==> config.mk <==
export PLATFORM = sky130hd
export DESIGN_NAME = stack_transfer_sequencer_flat
export DESIGN_NICKNAME = d
export VERILOG_FILES = /design/src/rtl/stack_transfer_sequencer_if.sv /design/src/rtl/stack_transfer_sequencer.sv /design/src/flat_wrapper.sv
export SDC_FILE = /design/constraint.sdc
export NUM_CORES = 1
export LEC_CHECK = 0
export BUFFER_PORTS_ARGS = -buffer_cell sky130_fd_sc_hd__buf_4
export CORE_ASPECT_RATIO = 1.4
export CORE_UTILIZATION = 50
export DETAILED_ROUTE_END_ITERATION = 8
export GPL_ROUTABILITY_DRIVEN = 0
export PLACE_DENSITY = 0.84
export SYNTH_ARGS = -nofsm -noshare
export SYNTH_HDL_FRONTEND = slang
export SYNTH_SLANG_ARGS = --single-unit
==> constraint.sdc <==
create_clock -name clock -period 4.8 [get_ports clock]
set_clock_uncertainty 0.1 [all_clocks]
set_input_delay 0 -clock clock [delete_from_list [all_inputs] [get_ports clock]]
set_output_delay 0 -clock clock [all_outputs]
set_load 0.01 [all_outputs]
==> src/rtl/stack_transfer_sequencer_if.sv <==
// Decoder-side request and memory/register-file control bundle for the
// PUSH/POP list sequencer.
interface stack_transfer_sequencer_if #(
  parameter int DATA_WIDTH = 32,
  parameter int LIST_WIDTH = 9
);
  logic                  start;
  logic                  is_pop;
  logic [LIST_WIDTH-1:0] register_list;
  logic [DATA_WIDTH-1:0] current_SP;
  logic [1:0]            control;
  logic [3:0]            reg_index;
  logic [3:0]            wb_index;
  logic                  reg_write_enable;
  logic                  mem_write_enable;
  logic                  busy;
  logic                  done;
  logic                  stack_fault;

  modport master (
    output start, is_pop, register_list, current_SP,
    input  control, reg_index, wb_index, reg_write_enable,
           mem_write_enable, busy, done, stack_fault
  );

  modport slave (
    input  start, is_pop, register_list, current_SP,
    output control, reg_index, wb_index, reg_write_enable,
           mem_write_enable, busy, done, stack_fault
  );
endinterface

==> src/rtl/stack_transfer_sequencer.sv <==
// Breaks a Thumb PUSH/POP register list into one stack word per cycle and
// stalls the core until the list is exhausted.
module stack_transfer_sequencer #(
  parameter int                    DATA_WIDTH = 32,
  parameter int                    LIST_WIDTH = 9,
  parameter logic [3:0]            LR_INDEX   = 4'd14,
  parameter logic [3:0]            PC_INDEX   = 4'd15,
  parameter logic [DATA_WIDTH-1:0] EMPTY_SP   = '1
) (
  input  logic                        clock,
  input  logic                        reset,
  stack_transfer_sequencer_if.slave   bus
);

  typedef enum logic [2:0] {
    ST_IDLE,
    ST_PUSH,
    ST_POP,
    ST_DRAIN,
    ST_DONE
  } state_t;

  state_t                r_state;
  logic [LIST_WIDTH-1:0] r_pending;
  logic                  r_wb_vld;
  logic [3:0]            r_wb_idx;
  logic                  r_busy;
  logic                  r_done;
  logic                  r_fault;

  logic [LIST_WIDTH-1:0] w_hi_mask;
  logic [3:0]            w_hi_idx;
  logic [LIST_WIDTH-1:0] w_lo_mask;
  logic [3:0]            w_lo_idx;
  logic [LIST_WIDTH-1:0] w_push_left;
  logic [LIST_WIDTH-1:0] w_pop_left;
  logic                  w_underflow;

  // Priority pick: push takes the highest pending bit, pop the lowest; the
  // top list bit stands for LR on push and PC on pop.
  always_comb begin
    w_hi_mask = '0;
    w_hi_idx  = '0;
    w_lo_mask = '0;
    w_lo_idx  = '0;
    for (int i = 0; i < LIST_WIDTH; i++) begin
      if (r_pending[i]) begin
        w_hi_mask    = '0;
        w_hi_mask[i] = 1'b1;
        w_hi_idx     = (i == LIST_WIDTH - 1) ? LR_INDEX : 4'(i);
      end
    end
    for (int i = LIST_WIDTH - 1; i >= 0; i--) begin
      if (r_pending[i]) begin
        w_lo_mask    = '0;
        w_lo_mask[i] = 1'b1;
        w_lo_idx     = (i == LIST_WIDTH - 1) ? PC_INDEX : 4'(i);
      end
    end
  end

  assign w_push_left = r_pending & ~w_hi_mask;
  assign w_pop_left  = r_pending & ~w_lo_mask;

  // The empty check must see the SP of the issuing cycle, since the address
  // handler moves SP after every popped word.
  assign w_underflow = (r_state == ST_POP) && (bus.current_SP == EMPTY_SP);

  assign bus.control          = (r_state == ST_PUSH)                 ? 2'd1 :
                                (r_state == ST_POP && !w_underflow)  ? 2'd2 : 2'd0;
  assign bus.reg_index        = (r_state == ST_PUSH) ? w_hi_idx : 4'd0;
  assign bus.mem_write_enable = (r_state == ST_PUSH);
  assign bus.reg_write_enable = r_wb_vld;
  assign bus.wb_index         = r_wb_idx;
  assign bus.busy             = r_busy;
  assign bus.done             = r_done;
  assign bus.stack_fault      = r_fault;

  always_ff @(posedge clock) begin
    if (reset) begin
      r_state   <= ST_IDLE;
      r_pending <= '0;
      r_wb_vld  <= 1'b0;
      r_wb_idx  <= 4'd0;
      r_busy    <= 1'b0;
      r_done    <= 1'b0;
      r_fault   <= 1'b0;
    end else begin
      r_wb_vld <= 1'b0;
      r_done   <= 1'b0;
      r_fault  <= 1'b0;
      case (r_state)
        ST_IDLE: begin
          if (bus.start) begin
            r_pending <= bus.register_list;
            r_busy    <= 1'b1;
            if (bus.register_list == '0) begin
              r_state <= ST_DONE;
              r_done  <= 1'b1;
            end else begin
              r_state <= bus.is_pop ? ST_POP : ST_PUSH;
            end
          end
        end

        ST_PUSH: begin
          r_pending <= w_push_left;
          if (w_push_left == '0) begin
            r_state <= ST_DONE;
            r_done  <= 1'b1;
          end
        end

        // Writeback of the previous word rides along with the next issue.
        ST_POP: begin
          if (w_underflow) begin
            r_pending <= '0;
            r_state   <= ST_DONE;
            r_done    <= 1'b1;
            r_fault   <= 1'b1;
          end else begin
            r_wb_vld  <= 1'b1;
            r_wb_idx  <= w_lo_idx;
            r_pending <= w_pop_left;
            if (w_pop_left == '0) begin
              r_state <= ST_DRAIN;
            end
          end
        end

        ST_DRAIN: begin
          r_state <= ST_DONE;
          r_done  <= 1'b1;
        end

        ST_DONE: begin
          r_state <= ST_IDLE;
          r_busy  <= 1'b0;
        end

        default: begin
          r_state   <= ST_IDLE;
          r_pending <= '0;
          r_busy    <= 1'b0;
        end
      endcase
    end
  end

endmodule

==> src/flat_wrapper.sv <==
// flat-port wrapper written by rule: the top's interface ports become plain ports
module stack_transfer_sequencer_flat 
#(
  parameter int                    DATA_WIDTH = 32,
  parameter int                    LIST_WIDTH = 9,
  parameter logic [3:0]            LR_INDEX   = 4'd14,
  parameter logic [3:0]            PC_INDEX   = 4'd15,
  parameter logic [DATA_WIDTH-1:0] EMPTY_SP   = '1
)
  (clock, reset, bus_start, bus_is_pop, bus_register_list, bus_current_SP, bus_control, bus_reg_index, bus_wb_index, bus_reg_write_enable, bus_mem_write_enable, bus_busy, bus_done, bus_stack_fault);
  stack_transfer_sequencer_if #(.DATA_WIDTH(DATA_WIDTH), .LIST_WIDTH(LIST_WIDTH)) bus_i ();
  input  logic clock;
  input  logic reset;
  input wire logic [$bits(bus_i.start)-1:0] bus_start;
  input wire logic [$bits(bus_i.is_pop)-1:0] bus_is_pop;
  input wire logic [$bits(bus_i.register_list)-1:0] bus_register_list;
  input wire logic [$bits(bus_i.current_SP)-1:0] bus_current_SP;
  output wire logic [$bits(bus_i.control)-1:0] bus_control;
  output wire logic [$bits(bus_i.reg_index)-1:0] bus_reg_index;
  output wire logic [$bits(bus_i.wb_index)-1:0] bus_wb_index;
  output wire logic [$bits(bus_i.reg_write_enable)-1:0] bus_reg_write_enable;
  output wire logic [$bits(bus_i.mem_write_enable)-1:0] bus_mem_write_enable;
  output wire logic [$bits(bus_i.busy)-1:0] bus_busy;
  output wire logic [$bits(bus_i.done)-1:0] bus_done;
  output wire logic [$bits(bus_i.stack_fault)-1:0] bus_stack_fault;
  assign bus_i.start = bus_start;
  assign bus_i.is_pop = bus_is_pop;
  assign bus_i.register_list = bus_register_list;
  assign bus_i.current_SP = bus_current_SP;
  assign bus_control = bus_i.control;
  assign bus_reg_index = bus_i.reg_index;
  assign bus_wb_index = bus_i.wb_index;
  assign bus_reg_write_enable = bus_i.reg_write_enable;
  assign bus_mem_write_enable = bus_i.mem_write_enable;
  assign bus_busy = bus_i.busy;
  assign bus_done = bus_i.done;
  assign bus_stack_fault = bus_i.stack_fault;
  stack_transfer_sequencer #(.DATA_WIDTH(DATA_WIDTH), .LIST_WIDTH(LIST_WIDTH), .LR_INDEX(LR_INDEX), .PC_INDEX(PC_INDEX), .EMPTY_SP(EMPTY_SP)) u_core (.clock(clock), .reset(reset), .bus(bus_i));
endmodule
* Word-level counts from Yosys, hierarchy flattened *
Cells that the tools add are included.

operators by class
  add/sub/neg operators = 0
  multiply operators = 0
  divide/modulo/power cells = 0
  $lt $le $gt $ge = 0
  equal/unequal tests = 8
  shift-type cells = 0
  muxes and demuxes = 56
  bitwise operators = 8
  reductions and logical operators = 14

operators with widths
  operator                                              number
  two-way mux 9 bit                                     12
  two-way mux 4 bit                                     12
  one-hot mux 9 bit (4 select lines)                    1
  equality test 32 bit (second input constant)          1
  two-way mux 3 bit                                     10
  logical NOT 9 bit                                     3
  bitwise AND 9 bit                                     2
  inverter 9 bit                                        2
  two-way mux 2 bit                                     6
  one-hot mux 3 bit (4 select lines)                    1
  two-way mux 1 bit                                     8
  two-way mux 8 bit                                     1
  two-way mux 7 bit                                     1
  equality test 3 x 2 -> 1 bit (second input constant)  2
  two-way mux 6 bit                                     1
  AND reduction 2 bit                                   3
  two-way mux 5 bit                                     1
  inverter 1 bit                                        4
  one-hot mux 1 bit (4 select lines)                    1
  OR reduction 2 bit                                    2
  equality test 3 x 1 -> 1 bit (second input constant)  1
  equality test 3 bit (second input constant)           1
  logical NOT 3 bit                                     1
  != test 3 x 2 -> 1 bit (second input constant)        1
  other kinds (7)                                       8

word-level totals
  bits in registers = 20
  latch bits = 0
  bits in writable memories = 0
  memory bits (read-only) = 0
  input port bits = 45
  output and inout bits = 15
  word-level logic and storage cells = 93
  memories kept = 0

* Logic depth before layout (Yosys ltp) *
Gate-level depths: netlist of the first run.

  depth in word-level cells = 15
  gate-level depth with buffers = 8
  gate-level depth less buffers = 7

* Worst setup path after synthesis of the first run *
Ideal clock, no wire load.

  path type = reg-to-reg
  start point = register u_core.r_pending[1]
  end point = register u_core.r_state[1]
  library setup time = 123 ps
  arrival time = 1640 ps
  data required time = 4577 ps
  path slack = 2936 ps
  cell stages (with the launch flop) = 9
  path buffers = 2
  period minus slack after synthesis = 1864 ps
  cell sequence = dfxtp_1 -> buf_6 -> or4_4 -> buf_6 -> o22ai_2 -> a22oi_1 -> o21ai_2 -> o211ai_2 -> mux2i_1

on the way
  word-level cells in the longest chain between the ends = 13
  elaborated cells on any way between the ends = 19
  those cells by class = 2 x eq/ne; 10 x mux; 4 x bitwise; 3 x reduce/logical

ends and longest elaborated chain
  item                                     RTL line                         text
  start: declaration                       stack_transfer_sequencer.sv:24   logic [LIST_WIDTH-1:0] r_pending;
  start signal: assignment                 stack_transfer_sequencer.sv:95   r_pending <= bus.register_list;
  start signal: assignment                 stack_transfer_sequencer.sv:107  r_pending <= w_push_left;
  start signal: assignment                 stack_transfer_sequencer.sv:124  r_pending <= w_pop_left;
  two-way mux 2 bit                        stack_transfer_sequencer.sv:47   if (r_pending[i]) begin
  two-way mux 3 bit                        stack_transfer_sequencer.sv:47
  two-way mux 4 bit                        stack_transfer_sequencer.sv:47
  two-way mux 5 bit                        stack_transfer_sequencer.sv:47
  two-way mux 6 bit                        stack_transfer_sequencer.sv:47
  two-way mux 7 bit                        stack_transfer_sequencer.sv:47
  two-way mux 8 bit                        stack_transfer_sequencer.sv:47
  two-way mux 9 bit                        stack_transfer_sequencer.sv:47
  inverter 9 bit                           stack_transfer_sequencer.sv:62   assign w_push_left = r_pending & ~w_hi_mask;
  bitwise AND 9 bit                        stack_transfer_sequencer.sv:62
  logical NOT 9 bit                        stack_transfer_sequencer.sv:108  if (w_push_left == '0) begin
  != test 2 x 1 -> 1 bit (no source line)  --
  AND reduction 3 bit (no source line) *   --
  end signal: assignment                   stack_transfer_sequencer.sv:101  r_state <= bus.is_pop ? ST_POP : ST_PUSH;
  end: declaration                         stack_transfer_sequencer.sv:23   state_t r_state;

Every way passes the cells marked *; elsewhere a longest branch is shown, timed or not.
A chain may end at the register's enable or synchronous reset.

* Worst setup path after layout of the first run *
  start point = input bus_current_SP[24]
  end point = register u_core.r_fault (netlist: u_core.bus.stack_fault)

on the way
  word-level cells in the longest chain between the ends = 3

ends and longest elaborated chain
  item                    RTL line                         text
  start: declaration      flat_wrapper.sv:17               input wire logic [$bits(bus_i.current_SP)-1:0] bus_current_SP;
  equality test 32 bit    stack_transfer_sequencer.sv:67   assign w_underflow = (r_state == ST_POP) && (bus.current_SP == EMPTY_SP);
  logical AND 1 bit       stack_transfer_sequencer.sv:67
  two-way mux 1 bit       stack_transfer_sequencer.sv:116  if (w_underflow) begin
  end signal: assignment  stack_transfer_sequencer.sv:87   r_fault <= 1'b0;
  end signal: assignment  stack_transfer_sequencer.sv:91   r_fault <= 1'b0;
  end signal: assignment  stack_transfer_sequencer.sv:120  r_fault <= 1'b1;
  end: declaration        stack_transfer_sequencer.sv:29   logic r_fault;

Every way passes these cells.

==> flow_metrics.tcl, run 1 <==
set metrics [dict create \
    pin_count 60 \
    grt_pass1_vias 1542 \
    synth_top_area_frac 0.300 \
    max_slew_margin 0.213 \
    peakVddDrop_uv 386 \
    start_util 0.540 \
    synth-async-reset-ratio 0 \
    place_hpwl_microns 3050 \
    root_buffer "clkbuf_4" \
    layout-drive-gt1-share 0.307 \
    port_buffers 59 \
    cts_tree "built" \
    total_power_mw 1.04 \
    cts_max_level 1 \
    hold_violations 0 \
    ys_top_cells_by_area "dfxtp_1 (30%), o2bb2ai_1 (4.6%), nor2_1 (4.5%)" \
    setup_violations 0 \
    cap_viol_max_count 0 \
    syn2layout_area_growth_pct 47.9 \
    regArea_sq_um 400 \
    crit_fanout 2 \
    postCtsResizedCells 0 \
    multiInputGateArea_sq_um 841 \
    yosysUniqueCellTypes 49 \
    yosysSeqAreaShare 0.300 \
    crit_type "input pin to flip-flop" \
    dieArea_sq_um 2880 \
    worst_slew_pin_slew_ns 1.17 \
    ys_seq_elements 20 \
    power-per-cell-area_nw_per_um2 526 \
    required_ns 4.94 \
    rsz0062_at_grt "false" \
    min_path_type "input pin to flip-flop" \
    status "complete, no violations" \
    cts_buffer_depth 2 \
    syn_area_sq_um 1330 \
    synth_edf_count 0 \
    die_h_microns 63.1 \
    via_per_inst 6.15 \
    fmax_mhz 343 \
    final_cell_mix "buf_4 (60), dfxtp_1 (20), nor2_1 (16), dlygate4sd3_1 (16)" \
    total_leakage_power_nw 0.885 \
    path_clk_slew_ns 0.12 \
    antenna_left 0 \
    grt_antenna_before_repair 0 \
    cts_made_buffers 3 \
    fp-row-count 21 \
    fin_crit_sh 0.607 \
    cts_setup_buffers 0 \
    firstDrtPassIters 6 \
    vias 1672 \
    start_kind "input pin" \
    yosysTopAreaCell "dfxtp_1" \
    grtUsageTotal 0.320 \
    grt_pass1_wl_microns 6820 \
    worstSetupEndpointType "flip-flop" \
    core_sq_um 2470 \
    nNetsFinal 284 \
    fill_cells 187 \
    worstPathArrival_ns 3.05 \
    globalRouteOverflowTotal 0 \
    grt_start_max_net_pins 14 \
    numClockSinks 20 \
    antennaDiodeCount 0 \
    syn_nets 215 \
    hold_buffers 16 \
    fin_setup_tns_ns 0 \
    post-route-min-period_ns 2.92 \
    ys.flop_type "dfxtp_1" \
    routedWlPerCell_microns 16.4 \
    drt_iter0_drc 95 \
    layout_commonest_cell "buf_4" \
    syn_inst 170 \
    routed_wl_microns 4460 \
    drc 0 \
    dieWidth_microns 45.7 \
    timing.final.max_slew_violations 0 \
    ys_warn_count 0 \
    postSynthAreaPerCell_sq_um 7.85 \
    insertion_delay_ns 0.32 \
]
## layer usage
layer	part of all wire	track usage	wire, microns	vias up
li1	-	-	-	784
met1	0.36	0.357	1610	753
met2	0.51	0.555	2280	123
met3	0.10	0.0516	468	12
met4	0.023	0.152	103	0
met5	0	0	0	-
## path summary, 6_finish.rpt
| check | startpoint | end | slack [ns] | cells after the start |
|---|---|---|---|---|
| max | bus_current_SP[24] | u_core.bus.stack_fault | 1.88 | 9 |
| min | bus_register_list[0] | u_core.r_pending[0] | 0.09 | 4 |
| max reg2reg | u_core.r_state[0] | u_core.r_state[0] | 2.21 | 4 |
| min reg2reg | u_core.bus.wb_index[3] | u_core.bus.wb_index[3] | 0.39 | 2 |
## final cells by class
| type | instances | area share |
|---|---|---|
| flip-flops and latches | 20 | 0.203 |
| multi-input cells | 131 | 0.426 |
| clock inverters | 1 | 0.0152 |
| clock buffers | 3 | 0.0114 |
| well taps | 34 | 0.0216 |
| repair buffers | 76 | 0.309 |
| inverters | 7 | 0.0133 |
## cells in the mapped netlist (3+ instances only)
master and count:
nand4_1 8, a22oi_1 3, a31oi_1 4, nand2b_1 3, a32oi_1 3, a21o_1 3
nor4_1 4, nor2_1 16, inv_1 6, o21ai_1 9, o21ai_0 4, a21oi_1 10
nor3_1 7, o2bb2ai_1 7, nand2_1 10, clkbuf_1 7, nand3_1 4, dfxtp_1 20
a211oi_1 4
## critical path, cell delays in order
cell           delay (ns)
dlygate4sd3_1        0.53
buf_4                0.10
nand4_1              0.05
dlygate4sd3_1        0.55
nor4_1               0.34
dlygate4sd3_1        0.60
nand2_1              0.06
dlygate4sd3_1        0.57
nor4bb_1             0.24
## per-stage QoR
stage,instances,worst slack (ns),area (sq um),hold WS [ns],utilization
floorplan,170,2.94,1330,0.0542,-
global placement,252,2.77,1760,0.136,0.713
detailed placement,252,2.74,1760,0.132,0.713
CTS,272,1.87,1970,0.0990,0.799
global route,272,1.76,1970,0.107,0.799
finish,272,1.88,1970,0.0949,0.799
## power by group
| group | total (mW) | switching (mW) | internal (mW) |
|---|---|---|---|
| sequential | 0.314 | 0.101 | 0.214 |
| clock | 0.145 | 0.0604 | 0.0845 |
| combinational | 0.578 | 0.322 | 0.256 |
## flip-flops by register name, indices dropped and copies added, names as in the netlist
signal	flops
u_core.bus.stack_fault	1
u_core.r_state	3
u_core.bus.done	1
u_core.bus.reg_write_enable	1
u_core.r_pending	9
u_core.bus.wb_index	4
u_core.bus.busy	1
## cell families (layout without fill, tap and decap cells)
family | after synthesis | count (layout) | share of synthesized area
mux | 2 | 2 | 0.0150
compound gates | 63 | 63 | 0.352
simple gates | 66 | 66 | 0.264
buf+inv | 19 | 87 | 0.0694
flops | 20 | 20 | 0.300
No activity file was read; power rests on OpenSTA's default activity.
==> inputs of run 2 (changes only) <==
--- a/config.mk
+++ b/config.mk
@@ -5,12 +5,13 @@
 export SDC_FILE = /design/constraint.sdc
 export NUM_CORES = 1
 export LEC_CHECK = 0
+export ABC_AREA = 1
 export BUFFER_PORTS_ARGS = -buffer_cell sky130_fd_sc_hd__buf_4
 export CORE_ASPECT_RATIO = 1.4
-export CORE_UTILIZATION = 50
+export CORE_UTILIZATION = 47
 export DETAILED_ROUTE_END_ITERATION = 8
 export GPL_ROUTABILITY_DRIVEN = 0
-export PLACE_DENSITY = 0.84
+export PLACE_DENSITY = 0.79
 export SYNTH_ARGS = -nofsm -noshare
 export SYNTH_HDL_FRONTEND = slang
 export SYNTH_SLANG_ARGS = --single-unit
==> constraint.sdc (replaced) <==
create_clock -name clock -period 2.93 [get_ports clock]
set_clock_uncertainty 0.1 [all_clocks]
set_input_delay 0 -clock clock [delete_from_list [all_inputs] [get_ports clock]]
set_output_delay 0 -clock clock [all_outputs]
set_load 0.01 [all_outputs]
==> run 2 against run 1 <==
Against the previous run: clock power grew 46%; register-to-register slack lost 1.0 ns; global-route usage shrank 3.9 points; routed wire length shrank 3.6%; utilization shrank 11 points; combinational power grew 96%; worst hold slack lost 0.064 ns; cell area shrank 0.57%; highest routed layer unchanged.
==> flow_metrics.tcl, run 2 <==
set metrics [dict create \
    worstSetupEndpointType "flip-flop" \
    grtUsageTotal 0.281 \
    start_kind "flip-flop" \
    synth-async-reset-ratio 0 \
    ys_seq_elements 20 \
    path_clk_slew_ns 0.07 \
    peakVddDrop_uv 544 \
    numClockSinks 20 \
    grt_pass1_vias 1651 \
    drt_iter0_drc 43 \
    layout_commonest_cell "nand2_1" \
    pin_count 60 \
    timing.final.max_slew_violations 0 \
    min_path_type "input pin to flip-flop" \
    via_per_inst 5.25 \
    yosysUniqueCellTypes 22 \
    grt_pass1_wl_microns 7070 \
    crit_type "flip-flop to flip-flop" \
    whs_ns 0.0314 \
    fin_crit_sh 0.603 \
    power-per-cell-area_nw_per_um2 928 \
    drc 0 \
    start_util 0.495 \
    fp-row-count 23 \
    post-route-min-period_ns 1.77 \
    cts_tree "built" \
    vias 1754 \
    place_hpwl_microns 3350 \
    worst_slew_pin_slew_ns 0.495 \
    setup_violations 0 \
    max_slew_margin 0.668 \
    insertion_delay_ns 0.26 \
    syn_area_sq_um 1410 \
    syn_inst 236 \
    rsz0062_at_grt "false" \
    status "complete, no violations" \
    antennaDiodeCount 0 \
    syn2layout_area_growth_pct 39.0 \
    root_buffer "clkbuf_8" \
    yosysTopAreaCell "dfxtp_1" \
    synth_edf_count 0 \
    largest_reg_flops 9 \
    worstPathArrival_ns 1.86 \
    ys.flop_type "dfxtp_1" \
    synth_top_area_frac 0.284 \
    required_ns 3.02 \
    layout-drive-gt1-share 0.276 \
    core_sq_um 2850 \
    die_h_microns 66.8 \
    crit_fanout 7 \
    fmax_mhz 566 \
    cts_buffer_depth 2 \
    regMostFlops "u_core.r_pending" \
    grt_antenna_before_repair 0 \
    cts_made_buffers 3 \
    yosysMostFrequentCell "nand2_1" \
    postCtsResizedCells 0 \
    cap_viol_max_count 0 \
    antenna_left 0 \
    dieWidth_microns 48.3 \
    ys_warn_count 0 \
    dieArea_sq_um 3230 \
    syn_nets 281 \
    routed_wl_microns 4300 \
    grt_start_max_net_pins 18 \
    final_cell_mix "nand2_1 (71), buf_4 (59), nor2_1 (32), o21ai_0 (28), dfxtp_1 (20)" \
    cts_max_level 1 \
    ys_top_cells_by_area "dfxtp_1 (28%), nand2_1 (19%), o21ai_0 (9.9%)" \
    total_leakage_power_nw 0.945 \
    globalRouteOverflowTotal 0 \
    routedWlPerCell_microns 12.9 \
    netlist_top_cells_count "nand2_1 (71), nor2_1 (32), o21ai_0 (28)" \
    rrSetupSlack_ns 1.16 \
    fin_setup_tns_ns 0 \
    nNetsFinal 343 \
    yosysSeqAreaShare 0.284 \
    hold_violations 0 \
    firstDrtPassIters 4 \
    port_buffers 59 \
    postSynthAreaPerCell_sq_um 5.98 \
]
[run 2: cell types whose count changed in the layout (fill, tap and decap cells not counted), sizes merged, moves of 8 or more]
cell,change
inv,+14
nand3,+8
nand2,+67
nor2,+21
dlygate4sd3,-13
a21oi,+10
o21ai,+15
[run 2: worst max-delay path: stages, from the launching register on]
cell and delay (ns):
dfxtp_1 0.41, nor2_4 0.20, nand2_4 0.10, o21ai_1 0.16, nand2_1 0.08, nor2_1 0.18, a21oi_2 0.10, nor2_4 0.16
nand2_1 0.08, a21oi_1 0.13
[run 2: report_power, final]
part | total (mW) | internal, mW | switching (mW)
clock network | 0.212 | 0.120 | 0.0918
registers | 0.474 | 0.362 | 0.112
logic | 1.13 | 0.423 | 0.712
total | 1.82 | 0.905 | 0.915
[run 2: repair_timing]
action / CTS / global route
hold endpoints to repair: 17 / 0
setup endpoints to repair: 0 / 0
buffers inserted: 0 / 0
hold buffers: 3 / 0
[run 2: per-stage QoR]
stage / total power, mW / setup WS (ns) / instance area, sq um / std cells / util
after detailed placement: 1.59 / 1.23 / 1880 / 327 / 0.659
after global placement: 1.58 / 1.25 / 1880 / 327 / 0.659
after CTS: 1.81 / 1.20 / 1960 / 334 / 0.689
after floorplan: 1.25 / 1.40 / 1410 / 236 / -
after global routing: 1.98 / 1.01 / 1960 / 334 / 0.689
final: 1.82 / 1.16 / 1960 / 334 / 0.689
[run 2: area by class of cell]
type                    count  area, sq um
fillers                   305          887
well taps                  37         46.3
repair buffers             62          473
flip-flops and latches     20          400
multi-input cells         190          908
inverters                  21         78.8
clock buffers               4         55.1
[run 2: logic make-up after synthesis]
kind of cell | count (synthesis) | share of synthesized area
flip-flops | 20 | 0.284
AND/OR/NAND/NOR | 140 | 0.459
AO/OA/AOI/OAI | 50 | 0.184
buffers and inverters | 26 | 0.0727
[run 2: final timing paths]
check / start / to / cells past startpoint
worst max-delay path: u_core.r_pending[8] / u_core.r_state[1] / 9
worst min-delay path: bus_register_list[8] / u_core.r_pending[8] / 5
worst min register to register: u_core.bus.wb_index[1] / u_core.bus.wb_index[1] / 2
worst max register to register: u_core.r_pending[8] / u_core.r_state[1] / 9
[run 2: layer usage]
layer	GRT usage	vias to the layer above	share of wire
li1	-	889	-
met1	0.289	753	0.39
met2	0.551	95	0.52
met3	0.0297	17	0.056
met4	0.158	0	0.027
met5	0	-	0
==> inputs of run 3 (changes only) <==
==> constraint.sdc (replaced) <==
create_clock -name clock -period 1.8 [get_ports clock]
set_clock_uncertainty 0.1 [all_clocks]
set_input_delay 0 -clock clock [delete_from_list [all_inputs] [get_ports clock]]
set_output_delay 0 -clock clock [all_outputs]
set_load 0.01 [all_outputs]
==> run 3 against run 2 <==
Against the previous run: die area unchanged; sequential share of layout area decreased by 0.93 points; largest power group unchanged; global-route usage increased by 0.55 points; critical path depth decreased by 1; worst setup slack got worse by 1.1 ns.
==> flow_metrics.tcl, run 3 (same netlist as run 2, synthesis figures left out) <==
set metrics [dict create \
    routed_wl_microns 4390 \
    largest_reg_flops 9 \
    peakVddDrop_uv 1170 \
    setup_violations 0 \
    grt_antenna_before_repair 0 \
    hold_violations 0 \
    max_slew_margin 0.762 \
    crit_fanout 7 \
    insertion_delay_ns 0.26 \
    via_per_inst 5.22 \
    pin_count 60 \
    root_buffer "clkbuf_8" \
    place_ws_ns 0.125 \
    grtUsageTotal 0.287 \
    cts_made_buffers 3 \
    cts_tree "built" \
    core_sq_um 2850 \
    fin_cells 344 \
    globalRouteOverflowTotal 0 \
    cts_max_level 1 \
    worst_slew_pin_slew_ns 0.356 \
    fp-row-count 23 \
    fin_ws_ns 0.0983 \
    worstSetupEndpointType "flip-flop" \
    start_kind "flip-flop" \
    regMostFlops "u_core.r_pending" \
    grt_start_max_net_pins 18 \
    numClockSinks 20 \
    worstPathArrival_ns 1.79 \
    vias 1795 \
    layout_commonest_cell "nand2_1" \
    r2r_cells 8 \
    timing.final.max_slew_violations 0 \
    min_path_cells 5 \
    rsz0062_at_grt "false" \
    cts_buffer_depth 2 \
    path_clk_slew_ns 0.08 \
    status "complete, no violations" \
    port_buffers 59 \
    dpl.cell_count 333 \
    nNetsFinal 353 \
    crit_type "flip-flop to flip-flop" \
    fin_setup_tns_ns 0 \
    syn2layout_area_growth_pct 47.4 \
    fmax_mhz 588 \
    final_cell_mix "nand2_1 (70), buf_4 (67), nor2_1 (31), o21ai_0 (28), inv_1 (18)" \
    antenna_left 0 \
    antennaDiodeCount 0 \
    firstDrtPassIters 4 \
    post-route-min-period_ns 1.70 \
    grt_pass1_wl_microns 7180 \
    place_hpwl_microns 3310 \
    dieArea_sq_um 3230 \
    fill_cells 254 \
    cap_viol_max_count 0 \
    routedWlPerCell_microns 12.8 \
    min_path_type "input pin to flip-flop" \
    total_leakage_power_nw 1.00 \
    start_util 0.495 \
    grt_pass1_vias 1636 \
    dieWidth_microns 48.3 \
    fin_crit_sh 0.945 \
    required_ns 1.88 \
    die_h_microns 66.8 \
    drt_iter0_drc 54 \
    power-per-cell-area_nw_per_um2 1560 \
    drc 0 \
    layout-drive-gt1-share 0.326 \
]
==> run 3: critical path: stages (launching register included) <==
cell,delay (ns)
dfxtp_2,0.37
nor2_4,0.20
nand3_1,0.14
o21ai_0,0.22
nand2_1,0.11
nand2_2,0.08
nand3_2,0.09
nor2_4,0.12
nor3b_1,0.19
==> run 3: path summary, 6_finish.rpt <==
path	end	start	slack, ns
setup / recovery	u_core.r_state[2]	u_core.r_pending[1]	0.1
hold / removal	u_core.r_pending[0]	bus_register_list[0]	0.05
setup reg to reg	u_core.r_state[2]	u_core.r_pending[1]	0.1
hold reg to reg	u_core.bus.wb_index[1]	u_core.bus.wb_index[1]	0.37
==> run 3: final cells by class <==
cell class,count,area (sq um),area share
inverters,21,78.8,0.0379
clock buffers,3,41.3,0.0198
flip-flops and latches,20,405,0.195
repair buffers,72,553,0.266
multi-input cells,190,926,0.445
clock inverters,1,30.0,0.0144
well taps,37,46.3,0.0222
==> run 3: per-stage QoR <==
| step | util | hold WS (ns) | power, mW | area (sq um) |
|---|---|---|---|---|
| after floorplan | - | 0.0638 | 2.04 | 1410 |
| after global placement | 0.675 | 0.195 | 2.66 | 1920 |
| after detailed placement | 0.675 | 0.198 | 2.66 | 1920 |
| after CTS | 0.717 | 0.0431 | 3.15 | 2040 |
| after global routing | 0.730 | 0.0667 | 3.50 | 2080 |
| final | 0.730 | 0.0457 | 3.25 | 2080 |
==> run 3: power breakdown <==
| part | switching [mW] | total (mW) | internal [mW] | leakage [nW] |
|---|---|---|---|---|
| clock | 0.151 | 0.448 | 0.297 | 0.0357 |
| combinational | 1.22 | 2.03 | 0.810 | 0.802 |
| sequential | 0.178 | 0.774 | 0.596 | 0.165 |
==> run 3: what timing repair did <==
action                     4_1_cts  5_1_grt
hold endpoints to repair        17        0
setup endpoints to repair        0        5
setup buffers                    0        2
gates resized for setup          0       10
hold buffers                     5        0
==> run 3: metal layers <==
layer  track usage  wire length [microns]  vias to the layer above
met2         0.549                   2280                       91
met5             0                      0                        -
met3        0.0502                    311                       11
li1              -                      -                      915
met4         0.129                    108                        0
met1         0.305                   1700                      778
